## src/rtl/pc_seq_defs_pkg.sv

```systemverilog
// Shared state encodings and default vectors for the program-counter sequencer.
`timescale 1ps/1ps
package pc_seq_defs;

    typedef enum logic [1:0] {
        ST_BOOT  = 2'd0,
        ST_RUN   = 2'd1,
        ST_IRQ   = 2'd2,
        ST_FAULT = 2'd3
    } seq_state_t;

    localparam logic [15:0] DEF_RESET_VEC = 16'h0000;
    localparam logic [15:0] DEF_IRQ_VEC   = 16'h0010;

endpackage

```

## src/rtl/return_stack.sv

```systemverilog
// LIFO of return addresses; push and pop are never requested together.
`timescale 1ps/1ps
module return_stack #(
    parameter int DEPTH = 4,
    parameter int WIDTH = 16
) (
    input  logic             clock,
    input  logic             reset,
    input  logic             push,
    input  logic             pop,
    input  logic [WIDTH-1:0] din,
    output logic [WIDTH-1:0] dout,
    output logic             full,
    output logic             empty
);
    localparam int IDX_W = $clog2(DEPTH);
    localparam int SP_W  = IDX_W + 1;

    logic [SP_W-1:0]  sp;
    logic [WIDTH-1:0] mem [DEPTH];
    logic [IDX_W-1:0] top_idx;

    assign full    = (sp == SP_W'(DEPTH));
    assign empty   = (sp == '0);
    assign top_idx = IDX_W'(sp - 1'b1);
    assign dout    = mem[top_idx];

    always_ff @(posedge clock or negedge reset) begin
        if (!reset) begin
            sp <= '0;
        end else if (push && !full) begin
            sp <= sp + 1'b1;
        end else if (pop && !empty) begin
            sp <= sp - 1'b1;
        end
    end

    // Entries need no reset: an empty stack never exposes them.
    always_ff @(posedge clock) begin
        if (push && !full) begin
            mem[sp[IDX_W-1:0]] <= din;
        end
    end

endmodule

```

## src/rtl/pc_sequencer.sv

```systemverilog
// Next-address controller for the PC register: boot, stall, interrupt entry, ret, jump/call, increment.
//   state | meaning
//   BOOT  | load RESET_VEC, then RUN
//   RUN   | normal flow, interrupts accepted
//   IRQ   | handler active, interrupts masked until ret
//   FAULT | stack over/underflow, PC frozen until reset
`timescale 1ps/1ps
module pc_sequencer
    import pc_seq_defs::*;
#(
    parameter int              ADDR_W      = 16,
    parameter logic [ADDR_W-1:0] RESET_VEC = ADDR_W'(DEF_RESET_VEC),
    parameter logic [ADDR_W-1:0] IRQ_VEC   = ADDR_W'(DEF_IRQ_VEC),
    parameter int              STACK_DEPTH = 4
) (
    input  logic              clock,
    input  logic              reset,
    input  logic              stall,
    input  logic              jump_valid,
    input  logic              jump_link,
    input  logic [ADDR_W-1:0] jump_target,
    input  logic              ret_valid,
    input  logic              irq_req,
    input  logic [ADDR_W-1:0] pc_q,
    output logic              pc_load,
    output logic [ADDR_W-1:0] pc_load_value,
    output logic              pc_incr,
    output logic              irq_ack,
    output logic              in_irq,
    output logic              fault
);
    seq_state_t        state, state_next;
    logic              push, pop, go_fault;
    logic [ADDR_W-1:0] push_data, stack_top;
    logic              stack_full, stack_empty;

    return_stack #(.DEPTH(STACK_DEPTH), .WIDTH(ADDR_W)) u_stack (
        .clock (clock),
        .reset (reset),
        .push  (push),
        .pop   (pop),
        .din   (push_data),
        .dout  (stack_top),
        .full  (stack_full),
        .empty (stack_empty)
    );

    always_comb begin
        pc_load       = 1'b0;
        pc_load_value = pc_q;
        pc_incr       = 1'b0;
        irq_ack       = 1'b0;
        push          = 1'b0;
        pop           = 1'b0;
        push_data     = pc_q;
        go_fault      = 1'b0;
        state_next    = state;
        case (state)
            ST_BOOT: begin
                pc_load       = 1'b1;
                pc_load_value = RESET_VEC;
                state_next    = ST_RUN;
            end
            ST_RUN, ST_IRQ: begin
                if (stall) begin
                    state_next = state;
                end else if (state == ST_RUN && irq_req) begin
                    if (stack_full) begin
                        go_fault = 1'b1;
                    end else begin
                        push          = 1'b1;
                        pc_load       = 1'b1;
                        pc_load_value = IRQ_VEC;
                        irq_ack       = 1'b1;
                        state_next    = ST_IRQ;
                    end
                end else if (ret_valid) begin
                    if (stack_empty) begin
                        go_fault = 1'b1;
                    end else begin
                        pop           = 1'b1;
                        pc_load       = 1'b1;
                        pc_load_value = stack_top;
                        state_next    = ST_RUN;
                    end
                end else if (jump_valid) begin
                    if (jump_link && stack_full) begin
                        go_fault = 1'b1;
                    end else begin
                        push          = jump_link;
                        push_data     = pc_q + ADDR_W'(1);
                        pc_load       = 1'b1;
                        pc_load_value = jump_target;
                    end
                end else begin
                    pc_incr = 1'b1;
                end
            end
            default: state_next = ST_FAULT;
        endcase
        if (go_fault) begin
            state_next = ST_FAULT;
        end
    end

    always_ff @(posedge clock or negedge reset) begin
        if (!reset) begin
            state <= ST_BOOT;
            fault <= 1'b0;
        end else begin
            state <= state_next;
            if (go_fault) begin
                fault <= 1'b1;
            end
        end
    end

    assign in_irq = (state == ST_IRQ);

endmodule
```

## config.mk

```make
export PLATFORM = sky130hd
export DESIGN_NAME = pc_sequencer
export DESIGN_NICKNAME = d
export VERILOG_FILES = /design/src/rtl/pc_seq_defs_pkg.sv /design/src/rtl/return_stack.sv /design/src/rtl/pc_sequencer.sv
export SDC_FILE = /design/constraint.sdc
export NUM_CORES = 1
export LEC_CHECK = 0
export ABC_AREA = 1
export BUFFER_PORTS_ARGS = -buffer_cell sky130_fd_sc_hd__buf_4
export CAP_MARGIN = 20
export CORE_ASPECT_RATIO = 0.75
export CORE_MARGIN = 1.5
export CORE_UTILIZATION = 40
export CTS_BUF_LIST = sky130_fd_sc_hd__clkbuf_16
export DETAILED_ROUTE_END_ITERATION = 10
export SETUP_SLACK_MARGIN = 0.4
export SLEW_MARGIN = 20
export SYNTH_ARGS = -nofsm -noshare
export SYNTH_HDL_FRONTEND = slang
export SYNTH_SLANG_ARGS = --single-unit
```

## constraint.sdc

```tcl
create_clock -name clock -period 2.5 [get_ports clock]
set_input_delay 0.25 -clock clock [delete_from_list [all_inputs] [get_ports clock]]
set_output_delay 0.25 -clock clock [all_outputs]
set_load 0.1 [all_outputs]
```

== Word level (Yosys, flattened, before mapping) ==
Memory sizes are Yosys's and may differ from the RTL's.
Index checks and enable logic that the tools add are counted.

* Register bits: 6
* Memory bits (writable): 64
* Output and inout port bits: 21
* Logic and storage cells: 84
* Memories kept: 1

* Add/sub/neg operators: 3
* Equality and inequality tests: 7
* Mux-type cells: 59
* Reductions and logical operators: 11

{| class="wikitable"
|+ Memory list
! name !! depth !! width !! rd ports !! clocked after memory_dff !! write ports !! RTL line !! RTL
|-
| u_stack.mem || 4 || 16 || 1 || 0 || 1 || return_stack.sv:20 || <nowiki>logic [WIDTH-1:0] mem [DEPTH];</nowiki>
|}

{| class="wikitable"
|+ Operators by type and width
! operator !! number
|-
| $mux 16 || 13
|-
| $mux 1 || 35
|-
| $pmux 16 s2 || 1
|-
| $add 16x1->16 const B || 1
|-
| $mux 2 || 6
|-
| $ne 4x4->1 const B || 3
|-
| $mux 3 || 2
|-
| $logic_and 1x1->1 || 4
|-
| $pmux 2 s2 || 1
|-
| $reduce_and 4->1 || 1
|-
| $add 3x1->3 const B || 1
|-
| $eq 3x3->1 const B || 1
|-
| $logic_not 3->1 || 1
|-
| $ne 3x3->1 const B || 1
|-
| $sub 3x1->3 const B || 1
|-
| $eq 2x1->1 const B || 1
|-
| $eq 2x2->1 const B || 1
|-
| $logic_not 1->1 || 2
|-
| $logic_not 2->1 || 1
|-
| $pmux 1 s2 || 1
|-
| $reduce_bool 2->1 || 1
|-
| $reduce_or 2->1 || 1
|}

== Depth between registers and ports, before layout ==
Gate-level depths: netlist (run 1).

* Word-level depth: 11
* Depth in mapped cells: 14
* Gate-level depth less buffers: 11

== By module ==
A second synthesis (run 1) with hierarchy kept.

* Cell total of the unflattened synthesis: 569
* Area total of the unflattened synthesis: 4485.6 µm²

{| class="wikitable"
|+ Modules (own cells, without submodules)
! module !! instances !! cells an instance !! area each (µm²)
|-
| return_stack || 1 || 233 || 2810.2
|-
| pc_sequencer || 1 || 336 || 1675.4
|}

== Worst setup path before layout (run 1) ==
OpenSTA, ideal clock, no wires.

* Path type: reg-to-output
* From: register state[0]
* To: output pc_incr
* Arrival time: 3057 ps
* Slack: -807 ps
* Stages on the path, launching flop included: 7
* Path through: dfrtp_1 inv_1 ha_1 inv_2 nor2_4 nand2_2 nor3_1

* Cells in the longest elaborated chain, start to end: 5
* Elaborated cells between the ends (all ways): 7
* Classes of those cells: 2 x eq/ne; 3 x mux; 2 x reduce/logical

{| class="wikitable"
|+ Ends and longest elaborated chain
! element !! RTL line !! RTL
|-
| start, declared || pc_sequencer.sv:32 || <nowiki>seq_state_t state, state_next;</nowiki>
|-
| start signal, assigned || pc_sequencer.sv:111 || <nowiki>state <= state_next;</nowiki>
|-
| $eq 2x1->1 || pc_sequencer.sv:58, pc_sequencer.sv:67 ||
|-
| $logic_and 1x1->1 || pc_sequencer.sv:67 || <nowiki>end else if (state == ST_RUN && irq_req) begin</nowiki>
|-
| $mux 1 || pc_sequencer.sv:67 ||
|-
| $mux 1 || pc_sequencer.sv:65 || <nowiki>if (stall) begin</nowiki>
|-
| $mux 1 * || pc_sequencer.sv:58 || <nowiki>case (state)</nowiki>
|-
| end, declared || pc_sequencer.sv:27 || <nowiki>output logic pc_incr,</nowiki>
|}

Every way passes the cells marked *; elsewhere a longest branch is shown, timed or not.

== Final worst setup path (run 1) ==
* From: register u_stack.sp[1]
* To: output pc_load_value[7]

* Cells in the longest elaborated chain, start to end: 8
* Elaborated cells between the ends (all ways): 13
* Classes of those cells: 1 x add/sub; 1 x eq/ne; 8 x mux; 2 x reduce/logical; 1 x memory

{| class="wikitable"
|+ Ends and longest elaborated chain
! element !! RTL line !! RTL
|-
| start, declared || return_stack.sv:19 || <nowiki>logic [SP_W-1:0] sp;</nowiki>
|-
| start signal, assigned || return_stack.sv:32 || <nowiki>sp <= sp + 1'b1;</nowiki>
|-
| start signal, assigned || return_stack.sv:34 || <nowiki>sp <= sp - 1'b1;</nowiki>
|-
| parallel branches: the longest is 5 deep, another holds $mem_v2 4x16 || -- ||
|-
| $mux 16 * || pc_sequencer.sv:67 ||
|-
| $mux 16 * || pc_sequencer.sv:65 ||
|-
| $pmux 16 s2 * || pc_sequencer.sv:58 ||
|-
| end, declared || pc_sequencer.sv:26 || <nowiki>output logic [ADDR_W-1:0] pc_load_value,</nowiki>
|}

Mark *: on every way between the ends.

==> metrics, run 1 <==
Die ar.=approximately 11000 µm²; Syn-to-layout area delta=44.8%; max-cap viol count=0; Fillers=836; final worst path period share=approximately 90%; Clock Path Buffers=2; row count=31; post-synth top area share=a little under half; worst-margin pin slew=about 470 ps; vias per std cell=slightly above 5; CP required=2250 ps; Post-Syn Area=~4100 µm²; share of layout cells above drive strength 1=a little over a third; DRC=0; Placer Congestion=0.842; chip width=approximately 120 µm; Post-synth EDFFs=between 60 and 70; Pre-Repair DR Iteration Count=5; Fmax=444 MHz; RSZ-0062 raised after global routing=true; root buffer selected by CTS=clkbuf_16; Ys Warns=0; first-pass GRT wire length=roughly 18000 µm; Power Dens Cells=about 1500 nW/µm²; CTS tree=done; average wire per standard cell=between 15 and 20 µm; GRT Util Overall=between 20% and 30%; worst-path fanout max=8; CP Cell Sequence=inv_2 > ha_4 > nand3_2 > nand2_4 > nand3_4 > nand3_4 > nand2_1 > nand2_2 > nand2_2 > nand2_8 > buf_12; Syn Area/Cell=between 8 and 9 µm²; gr busiest metal=met1; vias in the first global route=between 3000 and 4000; Finished Core Util=about three fifths; CTS H-tree lvls=3; Fin Clk Skew=between 3 and 4 ps; Worst Setup Path Type=register to output pin; largest net degree at the start of global routing=36; Synth Flop Type=edfxtp_1; Initial DRC Count=around 190; CP max stage delay=just under 400 ps; Register Area=between 2000 and 2500 µm²; Yosys reg bits=70; grt met1 use=around a third; Fin Setup TNS=0 ps; Clock transition at path regs=approximately 60 ps; critical path's slowest cell=dfrtp_1; Slew Viols, Final=0; post-route ant nets=0; post-synthesis cell type count=29; I/O pin count=60; async set-reset flop share out of synthesis=between 8 and 9%; Final #Nets=640; area occupied by multi-input gates=~2200 µm²; CP Launch Type=register; Clk Latency, worst-skew pair=roughly 320 ps; outcome=finished clean; type of the worst min-delay path=primary input to async pin; relative slew slack=68.5%; final wirelength=between 10000 and 15000 µm; core area=9810 µm²; Post-Syn Instances=504; post-synthesis sequential area ratio=between 50 and 60%; met2 Usage GRT=32.5%; CTS sink cnt=70; Port Buffers=59; routing usage on met3=roughly 3.3%; Die Height=around 90 µm; Final setup viols=0; antenna violations before repair=0; Synth area leader=edfxtp_1; Hold Vio Cnt, Final=0; Tmin final=2250 ps; data arrival time of the worst path=~2000 ps; Lkg Pwr=about 2.7 nW; syn nets=about 550; initial core utilization=41.9%; DPL Wire Length=7750 µm; Max VDD drop=around 1.6 mV; vias=roughly 3700; CTS buffer count=9; Synth area leaders=edfxtp_1, nand2_1, nand3_1, dfrtp_1, inv_1; crit end category=output pin; gr ovfl total=0; ant diodes=0
==> final cells by class <==
class                           count  share of cell area, %
Tap cell                          132                   2.78
Timing Repair Buffer               92                   16.5
Sequential cell                    70                   34.8
Clock inverter                      6                   1.07
Multi-Input combinational cell    372                   37.6
Clock buffer                        9                   3.79
Inverter                           46                   3.41
==> cell families (layout without fill, tap and decap cells) <==
| family | count (synthesis) | in the layout | share of synthesized area (%) |
|---|---|---|---|
| compound gates | 5 | 5 | 0.731 |
| xor+xnor | 13 | 13 | 2.77 |
| fa+ha+maj | 10 | 10 | 3.05 |
| buf+inv | 63 | 153 | 6.79 |
| flops | 70 | 70 | 50.4 |
| simple gates | 343 | 344 | 36.2 |
==> cells in the mapped netlist (3+ instances only) <==
| cell | count |
|---|---|
| nand2_1 | 232 |
| edfxtp_1 | 64 |
| nand3_1 | 62 |
| inv_1 | 36 |
| nor2_1 | 20 |
| xor2_1 | 11 |
| buf_2 | 10 |
| ha_1 | 10 |
| inv_2 | 10 |
| nand4_1 | 7 |
| dfrtp_1 | 6 |
| nand2_2 | 6 |
| nor3_1 | 6 |
| buf_6 | 3 |
==> per-stage QoR <==
step	cells	total power [mW]	instance area (µm²)	setup WS [ps]	hold slack, ps
global placement	688	5.93	4910	229	63.6
floorplan	504	5.11	4350	253	-45.6
CTS	720	8.37	5750	263	267
detailed placement	688	5.95	4910	174	65.5
global route	727	9.07	5950	151	277
finish	727	8.64	5950	249	274
==> path summary, 6_finish.rpt <==
path	start	end	slack, ps	cells past startpoint
max	u_stack.sp[1]	pc_load_value[7]	250	11
min	reset	fault	270	2
max reg2reg	u_stack.sp[0]	u_stack.mem[1][9]	460	10
min reg2reg	fault	fault	470	2
max in group asynchronous	reset	u_stack.sp[0]	2110	2
min in group clock	stall	state[1]	310	4
==> worst max-delay path, delay by kind of cell, from the launching register on <==
family,cells,cell delay [ps]
adder cells (fa/ha/maj),1,180
buffers and inverters,2,250
flip-flops,1,390
AND/OR/NAND/NOR,8,830
==> per-layer routing <==
metal	share of wire, %	vias to the layer above	wire length (µm)
li1	-	1802	-
met1	47	1738	5410
met2	45	150	5240
met3	7.3	9	853
met4	0.91	0	106
met5	0	-	0
==> registers in the layout, indices dropped and copies added, names as in the netlist <==
name and cells:
u_stack.mem 64, u_stack.sp 3, state 2, fault 1
==> repair_timing <==
item	4_1_cts	5_1_grt
hold endpoints to repair	6	0
resized for setup	102	33
cloned	3	0
setup buffers	13	7
hold buffers	1	0
pin swaps	26	13
setup endpoints to repair	34	130
==> where the power goes <==
group          internal, mW  switching (mW)  total, mW
registers              1.40          0.0526       1.45
logic                  2.16            3.80       5.96
clock network         0.764           0.470       1.23
total                  4.32            4.32       8.64
==> layout by cell type (no fill, tap or decap), types with 2 or more instances in the layout <==
master       n
buf_12      19
nor2_2       4
nor2_4       4
clkbuf_16    9
nand2_1    196
inv_8        2
xor2_1       9
xnor2_2      2
ha_4         2
inv_2        7
dfrtp_1      6
inv_1       33
nand2_2     26
buf_6        6
o21ai_1      2
ha_1         8
xor2_2       2
nand3_4      4
inv_4        2
nand2_8      8
nor3_1       5
buf_4       64
inv_6        2
nand4_1      7
nand2_4      9
nor2_1      15
clkinv_4     2
nand3_1     38
nand3_2     24
edfxtp_1    64
Power figures use the tool's default switching activity.
==> run 2: changes to the inputs <==
Settings changed: REMOVE_ABC_BUFFERS set to 1.
==> run 2 against run 1 <==
Sequential share of layout area up 0.78 points. Clock power rose by 18%. Critical path type unchanged. Die area stayed put. Final cell count grew 1.2%. Count of clock-buffer cells in the layout unchanged. Power shrank 1.4%. Routed wire length up 11%.
==> metrics, run 2 (synthesis gave the netlist of run 1 again) <==
outcome=finished clean; Fillers=roughly 840; Power Dens Cells=about 1500 nW/µm²; first-pass GRT wire length=a little under 20000 µm; GRT Util Overall=between 20% and 30%; Clock Path Buffers=2; Final #Nets=between 600 and 700; vias=3803; CP Launch Type=register; Syn-to-layout area delta=41.7%; most common cell after layout, fill and taps aside=nand2_1; CTS sink cnt=70; row count=31; Fin Clk Skew=approximately 4.1 ps; core area=between 9000 and 10000 µm²; Die ar.=about 11000 µm²; ant diodes=0; Initial DRC Count=259; Placer Congestion=about 0.81; Pre-Repair DR Iteration Count=5; worst-path fanout max=8; worst-margin pin slew=between 400 and 500 ps; Slew Viols, Final=0; largest net degree at the start of global routing=36; Clk Latency, worst-skew pair=~330 ps; I/O pin count=60; Lkg Pwr=approximately 2.7 nW; Tmin final=approximately 2300 ps; post-route cell area=approximately 5800 µm²; initial core utilization=about two fifths; CP dominant cell by count=inv_2; most frequent cells in the layout=nand2_1, buf_4, edfxtp_1, nand3_1, inv_1; critical path's slowest cell=dfrtp_1; root buffer selected by CTS=clkbuf_16; CTS buffer count=9; Tot Pwr=between 8 and 9 mW; RSZ-0062 raised after global routing=true; CTS H-tree lvls=3; CTS tree=done; share of layout cells above drive strength 1=a little under a third; vias in the first global route=3708; placed cell area=approximately 4700 µm²; Worst Setup Path Type=register to output pin; final worst path period share=91.0%; post-route ant nets=0; chip width=120 µm; relative slew slack=between 70% and 80%; antenna violations before repair=0; type of the worst min-delay path=primary input to async pin; CP required=approximately 2300 ps; vias per std cell=5.17; crit end category=output pin; Die Height=slightly above 90 µm; data arrival time of the worst path=between 2000 and 2500 ps; gr ovfl total=0; average wire per standard cell=between 15 and 20 µm; Largest register FFs=64; DPL Wire Length=approximately 7500 µm; Fmax=440 MHz; CP max stage delay=approximately 360 ps; CP Cell Sequence=inv_2 > ha_4 > nand2_1 > inv_2 > nand2_8 > nand3_4 > nor2_2 > o21a_1 > buf_12; final wirelength=12800 µm; max-cap viol count=0; Hold Vio Cnt, Final=0; Finished Core Util=around 60%; DRC=0; Final setup viols=0; Port Buffers=slightly below 60; Clock transition at path regs=50 ps; Max VDD drop=1.00 mV
run 2: cell count changes in the layout (fill, tap and decap cells not counted), moves of 2 or more:
cell	before	now
bufinv_16	1	3
nand2_2	26	22
inv_2	7	10
buf_4	64	72
nand2_8	8	2
nor2_1	15	12
nand3_1	38	59
nand2_1	196	211
xnor2_2	2	0
nor2_2	4	8
nand2_4	9	4
nand3_2	24	3
buf_12	19	21
run 2: worst paths after layout:
kind,from,endpoint,cells past startpoint,slack [ps]
min in group clock,pc_q[12],u_stack.mem[1][12],2,310
max in group asynchronous,reset,state[0],2,2100
min,reset,state[1],2,270
max,u_stack.sp[1],pc_load,9,220
max reg2reg,state[0],u_stack.mem[3][0],9,410
min reg2reg,fault,fault,2,480
run 2: worst max-delay path, delay by kind of cell (launching register included):
kind	cells	cell delay, ps
compound gates	1	200
fa+ha+maj	1	180
buf+inv	3	340
flops	1	360
simple gates	4	600
run 2: where the power goes:
group / internal [mW] / leakage [nW] / switching, mW
Combinational: 1.96 / 1.84 / 3.66
Clock: 0.970 / 0.172 / 0.476
Sequential: 1.40 / 0.645 / 0.0554
run 2: through the flow:
step	setup WS (ps)	TNS (ps)	hold slack, ps	instances
after floorplan	-1420	-50040	-45.6	487
after global placement	361	0	63.1	693
after detailed placement	269	0	64.9	693
after CTS	279	0	259	722
after global routing	161	0	275	736
final	225	0	270	736
run 2: what timing repair did:
action / 4_1_cts / 5_1_grt
setup buffers: 10 / 13
pin swaps: 19 / 23
gates resized for setup: 101 / 34
hold buffers: 1 / 0
gates cloned: 2 / 1
setup endpoints to repair: 34 / 92
endpoints found under the hold margin: 6 / 0
run 2: area by class of cell:
type	count	area (µm²)	share of cell area, %
flip-flops and latches	70	2070	35.6
multi-input cells	372	1990	34.2
repair buffers	100	1050	18.1
clock buffers	9	225	3.87
inverters	46	198	3.40
well taps	132	165	2.84
clock inverters	7	115	1.98
run 2: routing by layer:
metal | routed length [µm] | share of wire, % | global-route usage [%] | vias to the layer above
met4 | 350 | 2.7 | 8.93 | 0
met1 | 5550 | 43 | 31.8 | 1779
met3 | 983 | 7.7 | 4.86 | 32
li1 | - | - | - | 1820
met2 | 5950 | 46 | 38.2 | 172
met5 | 0 | 0 | 0 | -
==> run 3: changes to the inputs <==
Settings changed: CORE_ASPECT_RATIO 0.75 to not set.
==> run 3 against run 2 <==
Sequential cell count did not move. First-iteration DRC count grew 1.5%. Sequential share of layout area increased by 1.2 points.
==> metrics, run 3 (synthesis gave the netlist of run 1 again) <==
DRC=0; critical path's slowest cell=dfrtp_1; average wire per standard cell=16.6 µm; FF-to-FF End=u_stack.mem[1][7]; placed cell area=around 4700 µm²; Tmin final=around 2300 ps; CP Launch Point=u_stack.sp[0]; Hold Vio Cnt, Final=0; WP buf/inv=2; CTS tree=done; worst-margin pin slew=roughly 460 ps; post-route cell area=roughly 5600 µm²; Setup WS post-layout=~220 ps; outcome=finished clean; final worst path period share=roughly 91%; Fillers=830; vias in the first global route=3678; CP required=approximately 2300 ps; R2R Setup Slk=520 ps; Slew Viols, Final=0; Fin Clk Skew=approximately 6.5 ps; pre-CTS WS=around 320 ps; Clock transition at path regs=about 60 ps; final wirelength=roughly 12000 µm; Fmax=about 440 MHz; initial core utilization=between 40% and 50%; CP Cell Sequence=inv_2 > ha_4 > nand3_4 > nand2_4 > nand3_4 > nand3_4 > nand2_1 > nand2_1 > nand2_1 > nand2_2 > buf_12; largest net degree at the start of global routing=36; Final setup viols=0; chip width=about 100 µm; Clk Latency, worst-skew pair=approximately 340 ps; Port Buffers=59; CP Launch Type=register; Largest register FFs=64; vias=about 3700; row count=36; CP max stage delay=400 ps; cell family with most CP delay=simple AND/OR/NAND/NOR gates; most common cell after layout, fill and taps aside=nand2_1; Placer Congestion=0.848; data arrival time of the worst path=between 2000 and 2500 ps; root buffer selected by CTS=clkbuf_16; most frequent cells in the layout=nand2_1, buf_4, edfxtp_1, nand3_1, inv_1; Die ar.=between 10000 and 15000 µm²; DPL Wire Length=~7400 µm; ant diodes=0; vias per std cell=5.05; Syn-to-layout area delta=36.9%; worst-path fanout max=8; CTS sink cnt=70; RSZ-0062 raised after global routing=true; max-cap viol count=0; relative slew slack=between 60% and 70%; Pre-Repair DR Iteration Count=5; GRT Util Overall=between 20 and 25%; CTS buffer count=9; Max VDD drop=around 1.2 mV; Lkg Pwr=~2.6 nW; Worst Setup Path Type=register to output pin; CTS H-tree lvls=3; Final #Nets=640; crit end category=output pin; R2R cell count=10; I/O pin count=60; FF-to-FF Start=u_stack.sp[0]; share of layout cells above drive strength 1=a little under 30%; first-pass GRT wire length=approximately 19000 µm; gr ovfl total=0; post-route ant nets=0; Power Dens Cells=between 1000 and 1500 nW/µm²; Clock Path Buffers=2; DR WL met3=approximately 900 µm; type of the worst min-delay path=primary input to async pin; Initial DRC Count=between 200 and 300; core area=around 9900 µm²; antenna violations before repair=0; Top Layer Used=met4; WL met1=between 4000 and 5000 µm; Die Height=between 100 and 150 µm; metal2 WL=just under 6000 µm
[run 3: area by class of cell]
class | count | area (µm²) | share of cell area [%]
Clock buffer | 9 | 225 | 4.00
Clock inverter | 7 | 72.6 | 1.29
Inverter | 46 | 190 | 3.38
Multi-Input combinational cell | 372 | 1940 | 34.5
Sequential cell | 70 | 2070 | 36.8
Tap cell | 133 | 166 | 2.96
Timing Repair Buffer | 92 | 957 | 17.0
[run 3: how the worst max path moves through the flow]
stage / slack [ps] / cells past startpoint / end
final: 220 / 11 / pc_load_value[6]
after global routing: 140 / 11 / pc_load_value[4]
after CTS: 260 / 9 / pc_load
after detailed placement: 320 / 12 / pc_load_value[3]
after global placement: 300 / 7 / u_stack.mem[3][6]
after floorplan: -1420 / 10 / pc_load_value[4]
[run 3: power breakdown]
group          internal, mW  switching [mW]  total [mW]
clock network         0.773           0.499        1.27
logic                  1.79            3.53        5.32
registers              1.40          0.0605        1.46
[run 3: per-layer routing]
metal	vias to the layer above	GRT usage (%)
met5	-	0
met4	0	11.6
met3	29	6.39
met2	153	37.5
met1	1696	28.2
li1	1805	-
[run 3: what timing repair did]
action	CTS	global route
hold buffers	1	0
pin swaps	20	20
gates resized for setup	94	30
gates cloned	2	0
endpoints found under the hold margin	6	0
buffers inserted	9	8
setup endpoints to repair	41	98
[run 3: through the flow]
stage          util (%)  TNS [ps]  power [mW]  std cells  hold slack, ps
2_1_floorplan         -    -50040        4.51        487           -45.6
3_3_place_gp       47.8         0        5.56        693            69.0
3_5_place_dp       47.8         0        5.57        693            72.5
4_1_cts            55.6         0        7.78        721             257
5_1_grt            57.0         0        8.44        729             266
6_report           57.0         0        8.05        729             263
